==> src/rtl/lfsr_random.sv <==
// ---------------------------------------------------------------------------
// lfsr_random
//
// Galois LFSR random source with a bounded-range drawing engine. While idle
// the LFSR can free-run every cycle. A draw request latches an exclusive
// upper bound and then uses rejection sampling: each cycle the LFSR steps
// and its low bits, masked to the smallest all-ones value covering the
// bound, form a candidate. Candidates below the bound are accepted. If
// MAX_TRIES candidates in a row are rejected, the draw ends with data 0
// and a miss flag so the caller never waits forever.
//
// Ports
//   clk        rising-edge clock
//   RESET_N    asynchronous active-low reset
//   seed_load  load 'seed' into the LFSR (SEED if 'seed' is zero), abort draw
//   seed       seed value, WIDTH bits
//   free_run   step the LFSR every cycle while idle
//   req        draw request, only looked at while idle
//   range      exclusive upper bound of the draw; 0 means 2^OUT_W
//   busy       high while a draw is in progress
//   valid      one-cycle pulse when 'data' holds a new draw
//   data       drawn value, held until the next draw completes
//   miss       pulses with 'valid' when every attempt was rejected
//   state_o    current LFSR state
// ---------------------------------------------------------------------------
module lfsr_random #(
    parameter int unsigned      WIDTH     = 16,
    parameter logic [WIDTH-1:0] TAPS      = 16'hB400,
    parameter logic [WIDTH-1:0] SEED      = 16'hACE1,
    parameter int unsigned      OUT_W     = 5,
    parameter int unsigned      MAX_TRIES = 8
) (
    input  logic             clk,
    input  logic             RESET_N,
    input  logic             seed_load,
    input  logic [WIDTH-1:0] seed,
    input  logic             free_run,
    input  logic             req,
    input  logic [OUT_W-1:0] range,
    output logic             busy,
    output logic             valid,
    output logic [OUT_W-1:0] data,
    output logic             miss,
    output logic [WIDTH-1:0] state_o
);

    // The try counter only has to reach MAX_TRIES-1; the final reject is
    // detected by comparison rather than by counting past it.
    localparam int unsigned      TRY_W    = (MAX_TRIES > 1) ? $clog2(MAX_TRIES) : 1;
    localparam logic [TRY_W-1:0] LAST_TRY = TRY_W'(MAX_TRIES - 1);

    typedef enum logic {
        IDLE,
        DRAW
    } fsm_e;

    fsm_e             fsm_q,        fsm_d;
    logic [WIDTH-1:0] lfsr_q,       lfsr_d;
    logic [TRY_W-1:0] tries_q,      tries_d;
    logic [OUT_W-1:0] rangeLatch_q, rangeLatch_d;
    logic [OUT_W-1:0] data_q,       data_d;
    logic             valid_q,      valid_d;
    logic             miss_q,       miss_d;

    logic [WIDTH-1:0] stepped;
    logic [OUT_W-1:0] rangeMinus1;
    logic [OUT_W-1:0] mask;
    logic [OUT_W-1:0] candidate;
    logic             accept;

    // One Galois shift: shift right and fold the taps back in when a one
    // falls out of the bottom.
    function automatic logic [WIDTH-1:0] lfsrStep(input logic [WIDTH-1:0] s);
        return s[0] ? ((s >> 1) ^ TAPS) : (s >> 1);
    endfunction

    // The mask is the smallest 2^k-1 that still covers range-1, so each
    // candidate is accepted with probability above one half. A range of 0
    // wraps range-1 to all ones, which gives the full-width mask and makes
    // every candidate acceptable.
    always_comb begin
        stepped     = lfsrStep(lfsr_q);
        rangeMinus1 = rangeLatch_q - OUT_W'(1);
        mask        = '0;
        for (int i = 0; i < OUT_W; i++) begin
            mask[i] = |(rangeMinus1 >> i);
        end
        candidate   = stepped[OUT_W-1:0] & mask;
        accept      = (rangeLatch_q == '0) || (candidate < rangeLatch_q);
    end

    // Next-state logic. seed_load overrides both states and silently drops
    // any draw in progress. Any path that would leave the LFSR at zero is
    // redirected to SEED, since an all-zero Galois LFSR never leaves zero.
    always_comb begin
        fsm_d        = fsm_q;
        lfsr_d       = lfsr_q;
        tries_d      = tries_q;
        rangeLatch_d = rangeLatch_q;
        data_d       = data_q;
        valid_d      = 1'b0;
        miss_d       = 1'b0;

        if (seed_load) begin
            lfsr_d  = (seed == '0) ? SEED : seed;
            fsm_d   = IDLE;
            tries_d = '0;
        end else begin
            unique case (fsm_q)
                IDLE: begin
                    if (free_run) begin
                        lfsr_d = stepped;
                    end
                    if (req) begin
                        rangeLatch_d = range;
                        tries_d      = '0;
                        fsm_d        = DRAW;
                    end
                end
                DRAW: begin
                    lfsr_d = stepped;
                    if (accept) begin
                        data_d  = candidate;
                        valid_d = 1'b1;
                        fsm_d   = IDLE;
                    end else if (tries_q == LAST_TRY) begin
                        data_d  = '0;
                        valid_d = 1'b1;
                        miss_d  = 1'b1;
                        tries_d = '0;
                        fsm_d   = IDLE;
                    end else begin
                        tries_d = tries_q + TRY_W'(1);
                    end
                end
                default: fsm_d = IDLE;
            endcase
        end

        if (lfsr_d == '0) begin
            lfsr_d = SEED;
        end
    end

    // State registers; reset returns everything to the idle, seeded state
    // without waiting for a clock edge.
    always_ff @(posedge clk or negedge RESET_N) begin
        if (!RESET_N) begin
            fsm_q        <= IDLE;
            lfsr_q       <= SEED;
            tries_q      <= '0;
            rangeLatch_q <= '0;
            data_q       <= '0;
            valid_q      <= 1'b0;
            miss_q       <= 1'b0;
        end else begin
            fsm_q        <= fsm_d;
            lfsr_q       <= lfsr_d;
            tries_q      <= tries_d;
            rangeLatch_q <= rangeLatch_d;
            data_q       <= data_d;
            valid_q      <= valid_d;
            miss_q       <= miss_d;
        end
    end

    assign busy    = (fsm_q == DRAW);
    assign valid   = valid_q;
    assign data    = data_q;
    assign miss    = miss_q;
    assign state_o = lfsr_q;

endmodule
==> config.mk <==
export PLATFORM = sky130hd
export DESIGN_NAME = lfsr_random
export DESIGN_NICKNAME = d
export VERILOG_FILES = /design/src/rtl/lfsr_random.sv
export SDC_FILE = /design/constraint.sdc
export NUM_CORES = 1
export LEC_CHECK = 0
export BUFFER_PORTS_ARGS = -buffer_cell sky130_fd_sc_hd__buf_2
export CORE_MARGIN = 4
export CORE_UTILIZATION = 45
export CTS_BUF_LIST = sky130_fd_sc_hd__clkbuf_4 sky130_fd_sc_hd__clkbuf_8
export DETAILED_ROUTE_END_ITERATION = 7
export PLACE_DENSITY_LB_ADDON = 0.05
export SLEW_MARGIN = 20
export SYNTH_ARGS = -nofsm -noshare
export SYNTH_HDL_FRONTEND = slang
export SYNTH_SLANG_ARGS = --single-unit
==> constraint.sdc <==
create_clock -name clk -period 6.5 [get_ports clk]
set_input_delay 0.325 -clock clk [delete_from_list [all_inputs] [get_ports clk]]
set_output_delay 0.325 -clock clk [all_outputs]
set_load 0.005 [all_outputs]
# Word-level counts from Yosys, hierarchy flattened

Cells that the tools add are included.

$add $sub $neg: 2
Multiply operators: 0
Div/mod/pow operators: 0
$lt $le $gt $ge: 1
Equality and inequality tests: 3
Shift-type cells: 0
Multiplexer cells: 25
Bitwise gates (word level): 4
Reduce and logical (&&, ||, !) cells: 12

Operators with widths:

| kind                  | count |
|---|---|
| $mux W16              | 5 |
| $logic_not A16 Y1     | 2 |
| $pmux W16 S2          | 1 |
| $mux W3               | 4 |
| $mux W1               | 11 |
| $mux W5               | 2 |
| $ne A3 B3 Y1 const B  | 2 |
| $pmux W3 S2           | 1 |
| $reduce_and A3 Y1     | 2 |
| $and A5 B5 Y5         | 1 |
| $logic_not A5 Y1      | 1 |
| $lt A5 B5 Y1          | 1 |
| $reduce_or A5 Y1      | 1 |
| $sub A5 B1 Y5 const B | 1 |
| $not A3 Y4            | 1 |
| $reduce_or A4 Y1      | 1 |
| $add A3 B1 Y3 const B | 1 |
| $eq A3 B3 Y1 const B  | 1 |
| $reduce_or A3 Y1      | 1 |
| $not A1 Y1            | 2 |
| $pmux W1 S2           | 1 |
| $reduce_and A2 Y1     | 1 |
| $reduce_bool A2 Y1    | 1 |
| $reduce_or A2 Y1      | 1 |
| $logic_or A1 B1 Y1    | 1 |

Bits in registers: 32
Bits in latches: 0
Bits in writable memories: 0
Memory bits (read-only): 0
Memories kept: 0

# Logic depth before layout (Yosys ltp)

Depth after elaboration: 8
Depth in mapped cells: 14
Depth with buffers taken out: 14

# Worst setup path after synthesis

OpenSTA, ideal clock, no wires.

Path kind: flip-flop to flip-flop
From: register rangeLatch_q[0]
To: register data_q[1], in the netlist data[1]
Library setup time: 121 ps
Arrival time: 2459 ps
Setup slack: 3920 ps
Cell stages (with the launch flop): 15
Period minus slack after synthesis: 2580 ps
Path through: dfrtp_1 > inv_1 > ha_1 > and2_1 > a21oi_1 > o21a_1 > nor2_1 > a21boi_0 > ha_1 > nand2_1 > nor2_1 > nand2_1 > a2bb2oi_1 > o21bai_1 > a22o_1

Longest elaborated chain between the ends: 7
Elaborated cells between the ends (all ways): 12
Those cells by class: 1 x add/sub; 1 x order compare; 1 x mux; 1 x bitwise; 8 x reduce/logical

Ends and longest elaborated chain:

| element                                        | line | text |
|---|---|---|
| from (decl)                                    | 60   | `logic [OUT_W-1:0] rangeLatch_q, rangeLatch_d;` |
| from (signal assigned)                         | 160  | `rangeLatch_q <= rangeLatch_d;` |
| $sub A5 B1 Y5                                  | 83   | `rangeMinus1 = rangeLatch_q - OUT_W'(1);` |
| $reduce_or A5 Y1, or another cell as far along | 86   | `mask[i] = \|(rangeMinus1 >> i);` |
| $and A5 B5 Y5                                  | 88   | `candidate = stepped[OUT_W-1:0] & mask;` |
| $lt A5 B5 Y1                                   | 89   | `accept = (rangeLatch_q == '0) \|\| (candidate < rangeLatch_q);` |
| $logic_or A1 B1 Y1                             | 89   |  |
| $reduce_bool A2 Y1 (no line)                   | -    |  |
| $reduce_and A3 Y1 (no line)                    | -    |  |
| to (signal assigned)                           | 161  | `data_q <= data_d;` |
| to (decl)                                      | 61   | `logic [OUT_W-1:0] data_q, data_d;` |

Parallel ways exist; a longest one is shown, timed or not.
A chain may end at the register's enable or synchronous reset.

# Worst setup path after layout

From: register rangeLatch_q[0]
To: register data_q[3], in the netlist data[3]

The elaborated chain is that of the path after synthesis.

==> metrics.txt <==
share of the synthesized area in the top cell type 0.312; Max Root-Sink Buffers 2; Post-Syn Instances between 200 and 250; WP data arrival around 3200 ps; Slew Limit Fails 0; Num CTS Buffers 5; Remaining Overflow, GRT 0; crit-path max cell delay between 400 and 500 ps; Worst Tran Pin Value approximately 700 ps; first-pass GRT wire length 7880 um; mux cell area share after synthesis 0.0208; Placement Rows 23; final hold vios 0; Chip Width ~73 um; Post-DRT Antenna Nets 0; Post-DP HPWL ~3600 um; sequential area share after synthesis 0.422; Setup CP Type flop to flop; most frequent cells in the layout buf_2, dfrtp_1, nand2_1; full die area about 5400 um^2; Clock transition at path regs roughly 70 ps; fin crit share 0.462; CTS Hold Buffers Added 0; compound-gate portion of the synthesized area 0.228; peak supply drop roughly 0.14 mV; DR vias 1718; LEAKAGE between 1 and 1.5 nW; Buf/Inv on CP 1; Post-Synth Adder-Cell Area 0.0520; starting density of the core 0.474; H-tree lvl count 2; setup tns final 0 ps; FF-to-FF Start rangeLatch_q[0]; largest cells by area after synthesis dfrtp_1, dfstp_2, ha_1; total track usage 0.192; Post-synth EDFFs 0; core area a little over 4000 um^2; dpl cell area approximately 2200 um^2; final instance area between 2000 and 2500 um^2; status finished, final reports clean; Final min period around 3000 ps; Min-Delay Path Class input pin to asynchronous set/reset pin; main combinational cell family by area after synthesis compound AO/OA/AOI/OAI gates; Antenna Cells 0; overall power between 0.0006 and 0.0007 W; maxcap violations 0; vias in the first global route around 1700; crit-path leading delay family compound AO/OA/AOI/OAI gates; Post-Synth XOR/XNOR Area 0.0137; RSZ-0062 raised after global routing false; crit path to data[3]; Iter 0 DRT Violations 80; Vert. Die Dim 73.4 um; drt first pass iters 4; postcts setup bufs 0; area delta synth->final 19.2%; Synth Flop Type dfrtp_1; Num Clock Sinks 32; CP Cell Sequence inv_1 > ha_1 > and2_1 > a21oi_1 > o21a_1 > nor2_1 > a21boi_0 > ha_1 > nand2_1 > nor2_1 > nand2_1 > a2bb2oi_1 > o21bai_1 > a22o_1; Nets around 290; I/O Pins 50; CTS tree built; Post-Route WL slightly below 5000 um; Final Setup Violations 0; Yosys top cell by area dfrtp_1; Yosys reg bits 32; critical path peak fanout 6; cts repair resizes 0; Final Util 0.565; # DRC 0; worst reg2reg path endpoint data[3]; flop2flop setup slack about 3500 ps; Mapped Avg Cell Area between 9 and 10 um^2; largest net degree at the start of global routing 33; root buffer cell clkbuf_8; Clock Skews 5.02 ps; simple-gate share of the synthesized area 0.217; startpoint types flop; pwr dens around 300 nW/um^2; Netlist cell types 53; cell area after synthesis approximately 1900 um^2; fraction of registers with async set or reset after synthesis 1.00; total number of yosys warnings 0; fmax 333 MHz; R2R depth 14; Worst path depth 14; CP Launch Point rangeLatch_q[0]; Syn Nets ~240; Crit. End Element flop; Clock Latency Late Sink a little under 300 ps; drt wl/cell 16.1 um; initial antenna violation count 0; most common cell after layout, fill and taps aside buf_2; routed vias/inst roughly 5.7; Rel. slew slack 0.534; Required @ worst endpoint about 6700 ps; crit path max-delay cell type dfrtp_1; port bufs between 40 and 50; fraction of layout cells with a size suffix above 1 0.298; gp weighted congestion 0.827
## worst reg2reg max path, cell delays in order, from the launching register on
cell	delay (ps)
dfrtp_1	410
inv_1	100
ha_1	250
and2_1	170
a21oi_1	160
o21a_1	130
nor2_1	60
a21boi_0	330
ha_1	310
nand2_1	70
nor2_1	40
nand2_1	50
a2bb2oi_1	330
o21bai_1	220
a22o_1	270
## state kept, by name (all words and copies together) (netlist names)
signal / count
rangeLatch_q: 5
data: 5
tries_q: 3
valid: 1
busy: 1
miss: 1
state_o: 16
## metrics by stage
step           hold WS, ps  worst slack, ps  std cells
2_1_floorplan         29.4             3920        205
3_3_place_gp           420             3550        294
3_5_place_dp           418             3510        294
4_1_cts                100             3500        302
5_1_grt                139             3260        302
6_report              79.1             3500        302
## report_power, final
group | internal [W] | switching [W] | leakage, nW
Combinational | 0.0000960 | 0.000109 | 0.638
Clock | 0.000118 | 0.0000773 | 0.0586
Sequential | 0.000241 | 0.0000391 | 0.389
Total | 0.000455 | 0.000226 | 1.09
## synth_stat cells (4+ instances only)
| cell type | instances |
|---|---|
| o21ai_0 | 19 |
| mux2i_1 | 4 |
| nor4_1 | 7 |
| a22o_1 | 5 |
| a32o_1 | 4 |
| a21oi_1 | 5 |
| ha_1 | 8 |
| nor2b_1 | 4 |
| clkbuf_1 | 4 |
| nand2_1 | 23 |
| nor3_1 | 6 |
| dfstp_2 | 8 |
| dfrtp_1 | 24 |
| nor2_1 | 14 |
| inv_1 | 9 |
## kinds of logic (layout without fill, tap and decap cells)
logic type | after synthesis | in the layout
muxes | 4 | 4
AOI/OAI and AO/OA | 61 | 61
buffers and inverters | 19 | 66
xor gates and xnor gates | 3 | 3
and+or+nand+nor | 78 | 78
DFF | 32 | 32
adders and majority gates | 8 | 8
## worst min-delay path by stage
stage / cells after the start / slack, ps / endpoint
after floorplan: 0 / 30 / busy
after global placement: 1 / 420 / rangeLatch_q[4]
after detailed placement: 1 / 420 / rangeLatch_q[4]
after CTS: 1 / 100 / rangeLatch_q[4]
after global routing: 1 / 140 / rangeLatch_q[0]
final: 1 / 80 / rangeLatch_q[4]
## area by class of cell
| cell class | instances | area [um^2] |
|---|---|---|
| fillers | 366 | 1770 |
| clock buffers | 6 | 76.3 |
| repair buffers | 49 | 245 |
| inverters | 9 | 33.8 |
| multi-input cells | 154 | 1030 |
| well taps | 50 | 62.6 |
| clock inverters | 2 | 35.0 |
| flip-flops and latches | 32 | 811 |
## layer usage
metal,share of wire,global-route usage
met1,0.46,0.246
met2,0.47,0.320
met3,0.054,0.0424
met4,0.015,0.0644
met5,0,0
(Power assumes the default switching activity.)
